==> config.mk <==
export PLATFORM = sky130hd
export DESIGN_NAME = johnson4_decoder
export DESIGN_NICKNAME = d
export VERILOG_FILES = /design/src/rtl/johnson4_decoder.sv
export SDC_FILE = /design/constraint.sdc
export NUM_CORES = 1
export LEC_CHECK = 0
export CAP_MARGIN = 20
export CORE_ASPECT_RATIO = 1.75
export CORE_MARGIN = 3
export CORE_UTILIZATION = 52
export CTS_CLUSTER_SIZE = 24
export DETAILED_ROUTE_END_ITERATION = 10
export PLACE_DENSITY_LB_ADDON = 0.12
export SLEW_MARGIN = 25
export SYNTH_ARGS = -nofsm -noshare
export SYNTH_HDL_FRONTEND = slang
export SYNTH_SLANG_ARGS = --single-unit
==> constraint.sdc <==
create_clock -name clk -period 6.9 [get_ports clk]
set_clock_uncertainty 0.1 [all_clocks]
set_input_delay 2.07 -clock clk [delete_from_list [all_inputs] [get_ports clk]]
set_output_delay 2.07 -clock clk [all_outputs]
set_load 0.02 [all_outputs]
==> src/rtl/johnson4_decoder.sv <==
// ---------------------------------------------------------------------------
// johnson4_decoder
// Receive-side decoder for a 4-bit Johnson-coded bus. Decodes the code to a
// binary index, checks that each sampled transition is a hold or a single
// +1/-1 step (mod 8), tracks count direction and a wrapping position, and
// flags illegal codes / skipped steps with a pulse and a saturating counter.
//
// Ports:
//   clk      in   clock, all state updates on rising edge
//   clear    in   synchronous active-high reset, priority over all inputs
//   en       in   sample qualifier for j_in
//   j_in     in   [3:0] Johnson-coded input
//   idx      out  [2:0] index of last legal code accepted
//   code_ok  out  last sampled code was legal
//   locked   out  decoder is tracking
//   step     out  one-cycle pulse on an accepted +1/-1 step
//   dir      out  direction of last accepted step (1=up, 0=down)
//   pos      out  [POS_W-1:0] wrapping position count
//   err      out  one-cycle pulse on illegal code or skipped step
//   err_cnt  out  [ERR_W-1:0] saturating error count
// ---------------------------------------------------------------------------
module johnson4_decoder #(
    parameter int POS_W = 8,
    parameter int ERR_W = 4
) (
    input  logic             clk,
    input  logic             clear,
    input  logic             en,
    input  logic [3:0]       j_in,
    output logic [2:0]       idx,
    output logic             code_ok,
    output logic             locked,
    output logic             step,
    output logic             dir,
    output logic [POS_W-1:0] pos,
    output logic             err,
    output logic [ERR_W-1:0] err_cnt
);

    typedef enum logic [1:0] {
        IDLE  = 2'd0,
        TRACK = 2'd1,
        FAULT = 2'd2
    } state_t;

    // Returns {legal, index}; illegal codes decode to {0, 0}.
    function automatic logic [3:0] decode_code(input logic [3:0] j);
        case (j)
            4'b0000: decode_code = {1'b1, 3'd0};
            4'b0001: decode_code = {1'b1, 3'd1};
            4'b0011: decode_code = {1'b1, 3'd2};
            4'b0111: decode_code = {1'b1, 3'd3};
            4'b1111: decode_code = {1'b1, 3'd4};
            4'b1110: decode_code = {1'b1, 3'd5};
            4'b1100: decode_code = {1'b1, 3'd6};
            4'b1000: decode_code = {1'b1, 3'd7};
            default: decode_code = {1'b0, 3'd0};
        endcase
    endfunction

    localparam logic [POS_W-1:0] POS_ONE = {{(POS_W-1){1'b0}}, 1'b1};
    localparam logic [ERR_W-1:0] ERR_ONE = {{(ERR_W-1){1'b0}}, 1'b1};

    state_t           state_q, state_d;
    logic [2:0]       idx_q, idx_d;
    logic             code_ok_q, code_ok_d;
    logic             locked_q, locked_d;
    logic             step_q, step_d;
    logic             dir_q, dir_d;
    logic [POS_W-1:0] pos_q, pos_d;
    logic             err_q, err_d;
    logic [ERR_W-1:0] err_cnt_q, err_cnt_d;

    logic [3:0]       dec_s;
    logic             legal_s;
    logic [2:0]       new_idx_s;
    logic [2:0]       delta_s;

    // Next-state and output decode for the IDLE/TRACK/FAULT tracker.
    always_comb begin
        dec_s     = decode_code(j_in);
        legal_s   = dec_s[3];
        new_idx_s = dec_s[2:0];
        // Modulo-8 difference: 1 = up step, 7 = down step, 0 = hold.
        delta_s   = new_idx_s - idx_q;

        state_d   = state_q;
        idx_d     = idx_q;
        code_ok_d = code_ok_q;
        step_d    = 1'b0;
        dir_d     = dir_q;
        pos_d     = pos_q;
        err_d     = 1'b0;

        if (en) begin
            code_ok_d = legal_s;
            case (state_q)
                IDLE, FAULT: begin
                    if (legal_s) begin
                        state_d = TRACK;
                        idx_d   = new_idx_s;
                    end else begin
                        state_d = state_q;
                        err_d   = 1'b1;
                    end
                end
                TRACK: begin
                    if (!legal_s) begin
                        state_d = FAULT;
                        err_d   = 1'b1;
                    end else if (delta_s == 3'd0) begin
                        state_d = TRACK;
                    end else if (delta_s == 3'd1) begin
                        idx_d  = new_idx_s;
                        step_d = 1'b1;
                        dir_d  = 1'b1;
                        pos_d  = pos_q + POS_ONE;
                    end else if (delta_s == 3'd7) begin
                        idx_d  = new_idx_s;
                        step_d = 1'b1;
                        dir_d  = 1'b0;
                        pos_d  = pos_q - POS_ONE;
                    end else begin
                        // Skipped step: idx keeps the last trusted value.
                        state_d = FAULT;
                        err_d   = 1'b1;
                    end
                end
                default: begin
                    state_d = IDLE;
                end
            endcase
        end else begin
            state_d = state_q;
        end

        if (err_d && (err_cnt_q != {ERR_W{1'b1}})) begin
            err_cnt_d = err_cnt_q + ERR_ONE;
        end else begin
            err_cnt_d = err_cnt_q;
        end

        locked_d = (state_d == TRACK);
    end

    // State and registered outputs with synchronous clear.
    always_ff @(posedge clk) begin
        if (clear) begin
            state_q   <= IDLE;
            idx_q     <= 3'd0;
            code_ok_q <= 1'b0;
            locked_q  <= 1'b0;
            step_q    <= 1'b0;
            dir_q     <= 1'b1;
            pos_q     <= {POS_W{1'b0}};
            err_q     <= 1'b0;
            err_cnt_q <= {ERR_W{1'b0}};
        end else begin
            state_q   <= state_d;
            idx_q     <= idx_d;
            code_ok_q <= code_ok_d;
            locked_q  <= locked_d;
            step_q    <= step_d;
            dir_q     <= dir_d;
            pos_q     <= pos_d;
            err_q     <= err_d;
            err_cnt_q <= err_cnt_d;
        end
    end

    assign idx     = idx_q;
    assign code_ok = code_ok_q;
    assign locked  = locked_q;
    assign step    = step_q;
    assign dir     = dir_q;
    assign pos     = pos_q;
    assign err     = err_q;
    assign err_cnt = err_cnt_q;

endmodule

==> qor.txt, run 1 <==
status - completed
GR Util met1 - 0.237
Worst R2R Start - idx[0]$_SDFFE_PP0P_
Crit Path Max Fanout - 9
root buffer cell - clkbuf_8
grt met3 use - 0.0260
Inst Count DP - 217
total negative slack - 0 ns
design area - 1790 um2
unrepaired setup endpoints after global routing - no
Initial Util - 0.563
Max-cap violations - 0
largest net degree at the start of global routing - 24
share of layout cells above drive strength 1 - 0.0718
sequential area share after synthesis - 0.303
cell area after synthesis - 1460 um2
Syn-to-layout area delta - 22.9%
CP Class - input pin to flop
Worst-path clk slew - 0.08 ns
overall power - 331 uW
antenna viol nets, final - 0
gr busiest metal - met2
met2 Use GR - 0.356
Peak supply drop - 154 uV
PD cells - 185 nW/um2
routed wire length - 3240 um
Post-CTS Resized - 0
Slew Viols, Final - 0
# hold bufs at CTS - 0
Post-CTS Setup Inserts - 0
Achievable Freq - 160 MHz
min-delay src - dir$_SDFFE_PP1P_
r2r endpoint - pos[7]$_SDFFE_PP0P_
min Tclk post-route - 6.24 ns
Post-synth ARST share - 0
Ant. Diodes - 0
CP Capture Type - flop
initial antenna violation count - 0
drt pass-1 iters - 4
hpwl dp - 2510 um
Vert. Die Dim - 76.0 um
clock tree buffer depth - 2
CTS tree - built
DIE AREA - 3490 um2
worst hold slack - 0.388 ns
Clk Latency, worst-skew pair - 0.26 ns
hold path endpoint - dir$_SDFFE_PP1P_
syn_nets - 188
r2r worst-path depth - 13
TritonCTS Buffers - 3
worst path arrival time - 6.32 ns
placed cell areas - 1720 um2
row count - 24
synthesized flop and latch total - 22
number of synthesized flops with an enable pin - 0
Syn Area/Cell - 8.51 um2
flop2flop setup slack - 3.15 ns
vias in the first global route - 1,219
Min-Delay Path Class - flop to flop
startpoint types - input pin
Hold Path Depth - 1
area of the multi-input gates - 961 um2
first-pass GRT wire length - 5560 um
cell count after synthesis - 171
FILL cells - 213
sequential cell area - 440 um2
worst slew pin tran - 0.836 ns
final hold violations - 0
die outline width - 46.0 um
Sink Count - 22
via count - 1,303
Final nets - 213
core area - 2580 um2
Tot GR Track Use - 0.204
total I/O pin count - 27
Setup violations, final - 0
gpl congestion - 0.901
CTS HTree Levels - 1
P_leak - 0.000697 uW
main flop type after synthesis - dfxtp_1
Remaining DRCs - 0
GRT overflow - 0
final std cells w/o fill - 221
# port buffers - 26
Ys Warns - 0
Netlist cell types - 45
Tcrit/Tclk final - 0.905
via/cell ratio - 5.90
relative slew slack - 0.441
Wirelength per Cell - 14.7 um
initial DRC count - 44
data required time of the worst path - 6.98 ns
-- cell families after synthesis --
| group | Yosys count | share of synthesized area |
|---|---|---|
| XOR/XNOR | 10 | 0.0705 |
| buffers and inverters | 11 | 0.0370 |
| flip-flops | 22 | 0.303 |
| AO/OA/AOI/OAI | 44 | 0.199 |
| adder cells (fa/ha/maj) | 10 | 0.0963 |
| multiplexers | 11 | 0.0774 |
| AND/OR/NAND/NOR | 63 | 0.217 |
-- stage by stage --
step / setup slack, ns / utilization
2_1_floorplan: 1.26 / -
3_3_place_gp: 0.511 / 0.665
3_5_place_dp: 0.436 / 0.665
4_1_cts: 0.699 / 0.692
5_1_grt: 0.339 / 0.692
6_report: 0.658 / 0.692
-- worst max-delay path by stage --
| stage | from | end | slack, ns | cells past startpoint |
|---|---|---|---|---|
| after floorplan | j_in[1] | pos[7]$_SDFFE_PP0P_ | 1.26 | 16 |
| after global placement | j_in[3] | pos[7]$_SDFFE_PP0P_ | 0.51 | 17 |
| after detailed placement | j_in[3] | pos[7]$_SDFFE_PP0P_ | 0.44 | 17 |
| after CTS | j_in[3] | pos[7]$_SDFFE_PP0P_ | 0.70 | 17 |
| after global routing | j_in[3] | pos[7]$_SDFFE_PP0P_ | 0.34 | 17 |
| final | j_in[3] | pos[7]$_SDFFE_PP0P_ | 0.66 | 17 |
-- per-layer routing --
metal  up-vias  routed length, um
li1        656                  -
met1       610               1250
met4         0                 72
met5         -                  0
met2        29               1810
met3         8                105
-- Yosys cell counts (2+ instances only) --
cell	count	share of area
nor3_1	4	0.014
clkbuf_1	3	0.0077
or3_1	2	0.0086
a31oi_1	3	0.013
nor2b_1	6	0.026
mux2_2	2	0.015
buf_4	3	0.015
nand2b_1	3	0.013
and2_1	2	0.0086
nand2_1	13	0.034
inv_1	4	0.010
xnor2_1	6	0.036
fa_1	2	0.028
a211oi_1	5	0.026
a21oi_1	12	0.041
or2b_1	2	0.010
dfxtp_1	22	0.30
o21ai_0	8	0.028
a21o_1	2	0.010
o211ai_1	3	0.015
mux2i_1	9	0.062
xor2_1	3	0.018
ha_1	8	0.069
nor2_1	23	0.059
-- placed cells by master (no fill, tap or decap), drive strengths merged, types with 2 or more instances in the layout --
| cell type | instances |
|---|---|
| a21o | 2 |
| fa | 2 |
| a31oi | 3 |
| a311oi | 2 |
| xor2 | 3 |
| nand2b | 3 |
| or3 | 2 |
| nor2 | 23 |
| o211ai | 3 |
| clkbuf | 3 |
| clkdlybuf4s50 | 26 |
| mux2 | 2 |
| a21oi | 12 |
| dfxtp | 22 |
| inv | 4 |
| nor2b | 6 |
| ha | 8 |
| nor3 | 4 |
| xnor2 | 6 |
| a211oi | 5 |
| and2 | 2 |
| mux2i | 9 |
| or2b | 3 |
| o21ai | 9 |
| nand2 | 13 |
-- area by class of cell --
type | count | share of cell area
sequential | 22 | 0.246
tap | 26 | 0.0182
timing repair buffer | 27 | 0.150
clock buffer | 3 | 0.0231
clock inverter | 1 | 0.0168
inverter | 4 | 0.00840
multi-input combinational | 138 | 0.537
-- registers in the layout, indices dropped and copies added (netlist names) --
| name | flops |
|---|---|
| pos | 8 |
| state_q | 2 |
| err | 1 |
| dir | 1 |
| locked | 1 |
| err_cnt | 4 |
| code_ok | 1 |
| idx | 3 |
| step | 1 |
-- worst max-delay path, cell delays in order --
cell and delay [ns]:
clkdlybuf4s50_1 0.57, inv_1 0.18, nor2_1 0.07, o22ai_1 0.20, ha_1 0.18, inv_1 0.05, fa_1 0.43, xor2_1 0.28
a31oi_1 0.12, or4_4 0.60, ha_1 0.32, a211oi_1 0.35, o21ai_0 0.15, a31oi_1 0.22, xor2_1 0.11, or3_1 0.31
a21oi_1 0.14
-- power breakdown --
group / switching, uW / total [uW] / leakage (uW) / internal, uW
clock: 42.0 / 119 / 0.0000357 / 77.4
combinational: 41.3 / 75.9 / 0.000483 / 34.6
sequential: 4.45 / 136 / 0.000179 / 131
total: 87.8 / 331 / 0.000697 / 243
Power figures use the tool's default switching activity.
==> run 2: changes to the inputs <==
Settings changed: ABC_CLOCK_PERIOD_IN_PS from default to 6900.
==> results of run 2 <==
Final layout, timing and power as in run 1 (identical DEF).
